File: config.mk
export PLATFORM = sky130hd
export DESIGN_NAME = name_table_row_loader
export DESIGN_NICKNAME = d
export VERILOG_FILES = /design/src/rtl/name_table_row_loader_pkg.sv /design/src/rtl/name_table_row_loader.sv
export SDC_FILE = /design/constraint.sdc
export NUM_CORES = 1
export LEC_CHECK = 0
export BUFFER_PORTS_ARGS = -buffer_cell sky130_fd_sc_hd__clkbuf_2
export CAP_MARGIN = 40
export CORE_ASPECT_RATIO = 1.4
export CORE_MARGIN = 4
export CORE_UTILIZATION = 35
export CTS_CLUSTER_DIAMETER = 150
export CTS_CLUSTER_SIZE = 8
export DETAILED_ROUTE_END_ITERATION = 16
export GPL_TIMING_DRIVEN = 0
export HOLD_SLACK_MARGIN = 0.03
export PLACE_DENSITY = 0.56
export SLEW_MARGIN = 20
export SYNTH_ARGS = -nofsm -noshare
export SYNTH_HDL_FRONTEND = slang
export SYNTH_SLANG_ARGS = --single-unit
File: constraint.sdc
create_clock -name clk -period 2.28 [get_ports clk]
set_input_delay 0.114 -clock clk [delete_from_list [all_inputs] [get_ports clk]]
set_output_delay 0.114 -clock clk [all_outputs]
set_load 0.02 [all_outputs]
File: src/rtl/name_table_row_loader_pkg.sv
// ---------------------------------------------------------------------------
// name_table_row_loader_pkg
// Shared PPU define package for the background renderer and the name-table
// row loader: screen geometry of the name/attribute RAM and the loader FSM
// state encoding.
// ---------------------------------------------------------------------------
package name_table_row_loader_pkg;

    // Name/attribute RAM geometry (32-bit words).
    localparam logic [8:0] SCREEN_B_BASE   = 9'd256;  // first word of screen B
    localparam logic [8:0] ATTR_OFFSET     = 9'd240;  // attribute area within a screen
    localparam logic [5:0] ROWS_PER_SCREEN = 6'd30;   // logical rows per screen
    localparam logic [3:0] WORDS_PER_ROW   = 4'd8;    // name words per row
    localparam logic [3:0] ATTR_WORDS      = 4'd2;    // attribute words per 4-row group
    localparam logic [5:0] MAX_LOAD_ROW    = 6'd59;   // highest legal logical row

    // Row loader FSM states.
    typedef enum logic [1:0] {
        ST_IDLE  = 2'd0,
        ST_ISSUE = 2'd1,
        ST_DRAIN = 2'd2,
        ST_DONE  = 2'd3
    } ldr_state_t;

    // Row within its screen for a logical row 0..59.
    function automatic logic [4:0] local_row(input logic [5:0] row);
        return 5'((row >= ROWS_PER_SCREEN) ? row - ROWS_PER_SCREEN : row);
    endfunction

endpackage

File: src/rtl/name_table_row_loader.sv
// ---------------------------------------------------------------------------
// name_table_row_loader
// Copies one name-table row (8 words, plus 2 attribute words on every fourth
// row of a screen) from the map ROM into the name/attribute RAM.
//
// Ports
//   clk        : rising-edge clock
//   rst        : synchronous active-high reset
//   loadReq    : single-cycle load request (accepted only when idle)
//   loadRow    : logical row 0..59 (0..29 screen A, 30..59 screen B)
//   mapRow     : source row in the map ROM
//   mapAddr    : map ROM word address {row, word}
//   mapDataI   : map ROM data, valid the cycle after mapAddr
//   ntWrEn     : RAM write strobe
//   ntWrAddr   : RAM word address
//   ntWrData   : RAM write data (ROM data passed through)
//   busy       : load in progress
//   done       : one-cycle completion pulse
//   rowErr     : sticky, a request with loadRow > 59 was rejected
//   reqDropped : sticky, a request arrived while not idle
// ---------------------------------------------------------------------------
module name_table_row_loader
    import name_table_row_loader_pkg::*;
#(
    parameter int MAP_ROW_BITS = 10
) (
    input  logic                      clk,
    input  logic                      rst,
    input  logic                      loadReq,
    input  logic [5:0]                loadRow,
    input  logic [MAP_ROW_BITS-1:0]   mapRow,
    output logic [MAP_ROW_BITS+3:0]   mapAddr,
    input  logic [31:0]               mapDataI,
    output logic                      ntWrEn,
    output logic [8:0]                ntWrAddr,
    output logic [31:0]               ntWrData,
    output logic                      busy,
    output logic                      done,
    output logic                      rowErr,
    output logic                      reqDropped
);

    ldr_state_t              r_state;
    logic [MAP_ROW_BITS-1:0] r_map_row;
    logic                    r_screen_b;
    logic [4:0]              r_local;
    logic                    r_attr;      // this row also carries attribute words
    logic [3:0]              r_k;         // word index currently on mapAddr
    logic [31:0]             r_data_hold; // last written word, shown while idle

    logic       w_req_bad;
    logic       w_req_screen_b;
    logic [4:0] w_req_local;
    logic [8:0] w_base;
    logic [8:0] w_name_addr;
    logic [8:0] w_attr_addr;
    logic [8:0] w_wr_addr;
    logic [3:0] w_last_k;

    assign w_req_bad      = (loadRow > MAX_LOAD_ROW);
    assign w_req_screen_b = (loadRow >= ROWS_PER_SCREEN);
    assign w_req_local    = local_row(loadRow);

    // RAM address for the word whose ROM address is on mapAddr this cycle.
    // Name words: base + local*8 + k. Attribute words (k = 8, 9): one pair per
    // group of four rows, so base + 240 + (local>>2)*2 + k[0].
    assign w_base      = r_screen_b ? SCREEN_B_BASE : 9'd0;
    assign w_name_addr = w_base + {1'b0, r_local, 3'b000} + {5'd0, r_k};
    assign w_attr_addr = w_base + ATTR_OFFSET + {5'd0, r_local[4:2], 1'b0} + {8'd0, r_k[0]};
    assign w_wr_addr   = (r_k < WORDS_PER_ROW) ? w_name_addr : w_attr_addr;
    assign w_last_k    = r_attr ? (WORDS_PER_ROW + ATTR_WORDS - 4'd1)
                                : (WORDS_PER_ROW - 4'd1);

    // The ROM answers in the write cycle itself, so the data goes straight
    // through while writing; otherwise the last written word is held.
    assign ntWrData = ntWrEn ? mapDataI : r_data_hold;

    always_ff @(posedge clk) begin
        if (rst) begin
            r_state     <= ST_IDLE;
            r_k         <= 4'd0;
            r_data_hold <= 32'd0;
            mapAddr     <= '0;
            ntWrEn      <= 1'b0;
            ntWrAddr    <= 9'd0;
            busy        <= 1'b0;
            done        <= 1'b0;
            rowErr      <= 1'b0;
            reqDropped  <= 1'b0;
        end else begin
            if (ntWrEn) begin
                r_data_hold <= mapDataI;
            end
            // Any request outside IDLE (including the done cycle) is dropped.
            if (loadReq && (r_state != ST_IDLE)) begin
                reqDropped <= 1'b1;
            end

            case (r_state)
                ST_IDLE: begin
                    if (loadReq) begin
                        if (w_req_bad) begin
                            // Rejected: no ROM/RAM traffic, just the done pulse.
                            rowErr  <= 1'b1;
                            done    <= 1'b1;
                            r_state <= ST_DONE;
                        end else begin
                            rowErr     <= 1'b0;
                            reqDropped <= 1'b0;
                            r_map_row  <= mapRow;
                            r_screen_b <= w_req_screen_b;
                            r_local    <= w_req_local;
                            r_attr     <= (w_req_local[1:0] == 2'b00);
                            r_k        <= 4'd0;
                            mapAddr    <= {mapRow, 4'd0};
                            busy       <= 1'b1;
                            r_state    <= ST_ISSUE;
                        end
                    end
                end
                ST_ISSUE: begin
                    // Schedule the write for word k one cycle behind its read.
                    ntWrEn   <= 1'b1;
                    ntWrAddr <= w_wr_addr;
                    if (r_k == w_last_k) begin
                        r_state <= ST_DRAIN;
                    end else begin
                        r_k     <= r_k + 4'd1;
                        mapAddr <= {r_map_row, r_k + 4'd1};
                    end
                end
                ST_DRAIN: begin
                    ntWrEn  <= 1'b0;
                    busy    <= 1'b0;
                    done    <= 1'b1;
                    r_state <= ST_DONE;
                end
                ST_DONE: begin
                    done    <= 1'b0;
                    r_state <= ST_IDLE;
                end
                default: begin
                    r_state <= ST_IDLE;
                end
            endcase
        end
    end

endmodule

==> impl_metrics.py <==
metrics = {
    "worst_setup_path": {
        "cpPeakStageDelay_ns": 0.47,
        "crit_path_top_delay_cell": "clkbuf_1",
        "cp.arrival_ns": 1.94,
        "startpoint_type": "flip-flop",
        "worst-endpoint-required_ns": 2.17,
        "r2r_cells": 7,
        "critical_path_class": "reg -> out",
        "critPathBufInv": 3,
        "cp_common_cell": "clkbuf_1",
        "crit_fanout": 10,
        "crit_family": "buffers and inverters",
        "rrSetupSlack_ns": 0.40,
        "worstPathCellList": "clkbuf_1 > clkbuf_1 > mux2_2 > clkbuf_2",
        "endpoint_kind": "output port",
        "critical_path_depth": 4,
    },
    "grt": {
        "grt_use_total_pct": 15.4,
        "grt_max_degree": 18,
        "grt_pass1_wl_mm": 12.8,
        "overflow": 0,
        "antenna_found_initial": 0,
        "first_global_vias": 2598,
    },
    "hold_path": {
        "hp-class": "in -> reg",
        "hold_depth": 2,
    },
    "pwr": {
        "ir_drop_mv": 0.580,
        "leakagePower_nw": 1.92,
        "power.density_nw_per_um2": 1270,
        "finalPower_mw": 5.54,
    },
    "clocking": {
        "cts_setup_buffers": 0,
        "cts_tree": "yes",
        "clkTransAtPathRegs_ns": 0.06,
        "cts_buffer_depth": 2,
        "clkLatencyLatePin_ns": 0.33,
        "cts.sinks": 79,
        "htreeDepth": 3,
        "numCtsBuffers": 9,
        "cts-root-buf": "clkbuf_16",
    },
    "synth": {
        "syn_avg_cell_area_um2": 11.4,
        "synth-xor-area-share_pct": 0.268,
        "synth_edf_count": 17,
        "synthArstFlopShare_pct": 0,
        "synth_mux_area_share_pct": 16.6,
        "ys.warnings.count": 0,
        "synth_compound_area_share_pct": 11.2,
        "synth_flop_cell": "dfxtp_1",
        "synth-seq-cells": 79,
        "synth_adder_area_share_pct": 2.30,
        "synth_nets": 344,
        "syn_inst": 287,
        "synth_cell_type_count": 39,
        "synthSimpleGateAreaFrac_pct": 11.3,
        "ys_seq_area_share_pct": 53.7,
        "syn_area_um2": 3260,
        "synth_top_family_by_area": "multiplexers",
    },
    "place": {
        "port_buffers": 108,
        "place_congestion": 0.825,
        "dp_cells": 502,
        "hpwl_mm": 5.80,
    },
    "floorplanning": {
        "fp.dieW_um": 89.6,
        "core_area_um2": 9080,
        "io-pin-count": 111,
        "initial_core_util_pct": 35.9,
        "rows": 41,
        "die_area_um2": 11000,
        "die_h_um": 122,
    },
    "final_layout": {
        "final_cells": 531,
        "finalNetCount": 476,
        "multi_input_area_um2": 1360,
        "final_common_cell": "clkbuf_2",
        "fill_cells": 879,
        "areaGrowthSynthToFinish_pct": 33.8,
        "layout-drive-gt1-share_pct": 40.1,
        "diodes": 0,
        "layout_common_cells": "clkbuf_2, dfxtp_1, mux2_2, nor2b_1",
        "seq_area_um2": 1750,
    },
    "sta": {
        "finalSetupViolations": 0,
        "max_slew_margin_pct": 63.6,
        "tns_ns": 0,
        "fmax_mhz": 486,
        "finalHoldViolCount": 0,
        "drv_slew": 0,
        "tightest_slew_ns": 0.546,
        "holdWs_ns": 0.120,
        "rsz0062_at_grt": "false",
        "fin_crit_sh_pct": 90.2,
        "worst_clock_skew_ns": 0.00859,
        "period_needed_ns": 2.06,
    },
    "drt": {
        "drt_iter0_markers": 29,
        "num_vias": 2570,
        "first_pass_iters": 4,
        "vias_per_cell": 4.84,
        "wl_per_cell_um": 14.6,
        "wl_mm": 7.76,
        "postRouteAntennaNets": 0,
        "drc_errors": 0,
    },
    "status": {
        "status": "finished clean",
    },
    "flow_run": {
        "maxCapViolCount": 0,
    },
}
==> metrics by stage <==
stage,util [%],worst slack (ns),instance area (um2)
global placement,43.4,-0.312,3940
finish,48.1,0.224,4370
CTS,48.0,0.00833,4350
detailed placement,43.4,0.0276,3940
global route,48.1,0.0593,4370
floorplan,-,0.176,3260
==> path summary, 6_finish.rpt <==
kind | start | to
hold / removal | loadRow[3] | r_local[3]$_DFFE_PP_
hold reg to reg | done$_SDFFE_PP0P_ | done$_SDFFE_PP0P_
setup / recovery | ntWrEn$_SDFFE_PP0P_ | ntWrData[1]
setup reg to reg | r_state[0]$_SDFFE_PP0P_ | mapAddr[8]$_SDFFE_PP0P_
==> registers in the layout, summed over array words and instances, names as in the netlist <==
name / cells
busy: 1
done: 1
mapAddr: 14
ntWrAddr: 9
ntWrEn: 1
r_attr: 1
r_data_hold: 32
r_local: 5
r_map_row: 10
r_screen_b: 1
r_state: 2
reqDropped: 1
rowErr: 1
==> cell usage after synthesis, types with 2 or more instances <==
library cell	count	share of area (%)
buf_6	3	1.0
dfxtp_1	62	38
edfxtp_1	17	16
inv_1	8	0.92
nand4_1	3	0.58
o21ai_0	7	1.1
buf_2	3	0.46
nor2b_1	33	6.3
mux2i_1	17	5.2
clkbuf_1	12	1.4
nand3_1	2	0.31
a221oi_1	3	0.81
a311oi_1	2	0.54
o22ai_1	4	0.77
a21oi_1	14	2.1
and4bb_1	2	0.77
mux2_2	33	11
nand2_1	7	0.81
nor2_1	17	2.0
ha_1	6	2.3
a211oi_1	14	3.2
==> area by class of cell <==
type,instances,area share [%]
plain buffers,22,2.84
repair buffers,121,15.4
inverters,8,0.688
well taps,107,3.07
flip-flops and latches,79,40.1
clock buffers,12,6.10
clock inverters,4,0.630
multi-input cells,178,31.2
==> per-layer routing <==
metal	vias up	track usage, %	wire [um]
met3	12	6.04	620
met4	0	6.80	140
met1	1179	18.4	3340
li1	1296	-	-
met5	-	0	0
met2	83	24.0	3660
==> where the power goes <==
group,internal (mW),total (mW),switching (mW)
logic,0.936,2.23,1.30
clock network,0.827,1.39,0.559
registers,1.77,1.92,0.144
total,3.54,5.54,2.00
==> cell families (layout without fill, tap and decap cells) <==
family | Yosys count | after routing
mux | 50 | 50
buf+inv | 30 | 167
flops | 79 | 79
fa+ha+maj | 6 | 6
compound gates | 54 | 54
simple gates | 67 | 67
xor+xnor | 1 | 1
==> worst reg2reg max path: stages, from the launching register on <==
cell and delay, ns:
dfxtp_1 0.33, inv_1 0.10, ha_1 0.22, clkbuf_1 0.32
a31oi_1 0.19, nor2_1 0.22, buf_2 0.27, a211oi_1 0.10
==> timing repair <==
item,4_1_cts,5_1_grt
gates resized for setup,0,2
endpoints found under the setup margin,0,9
hold buffers,12,0
hold endpoints to repair,14,0
Power figures use the tool's default switching activity.
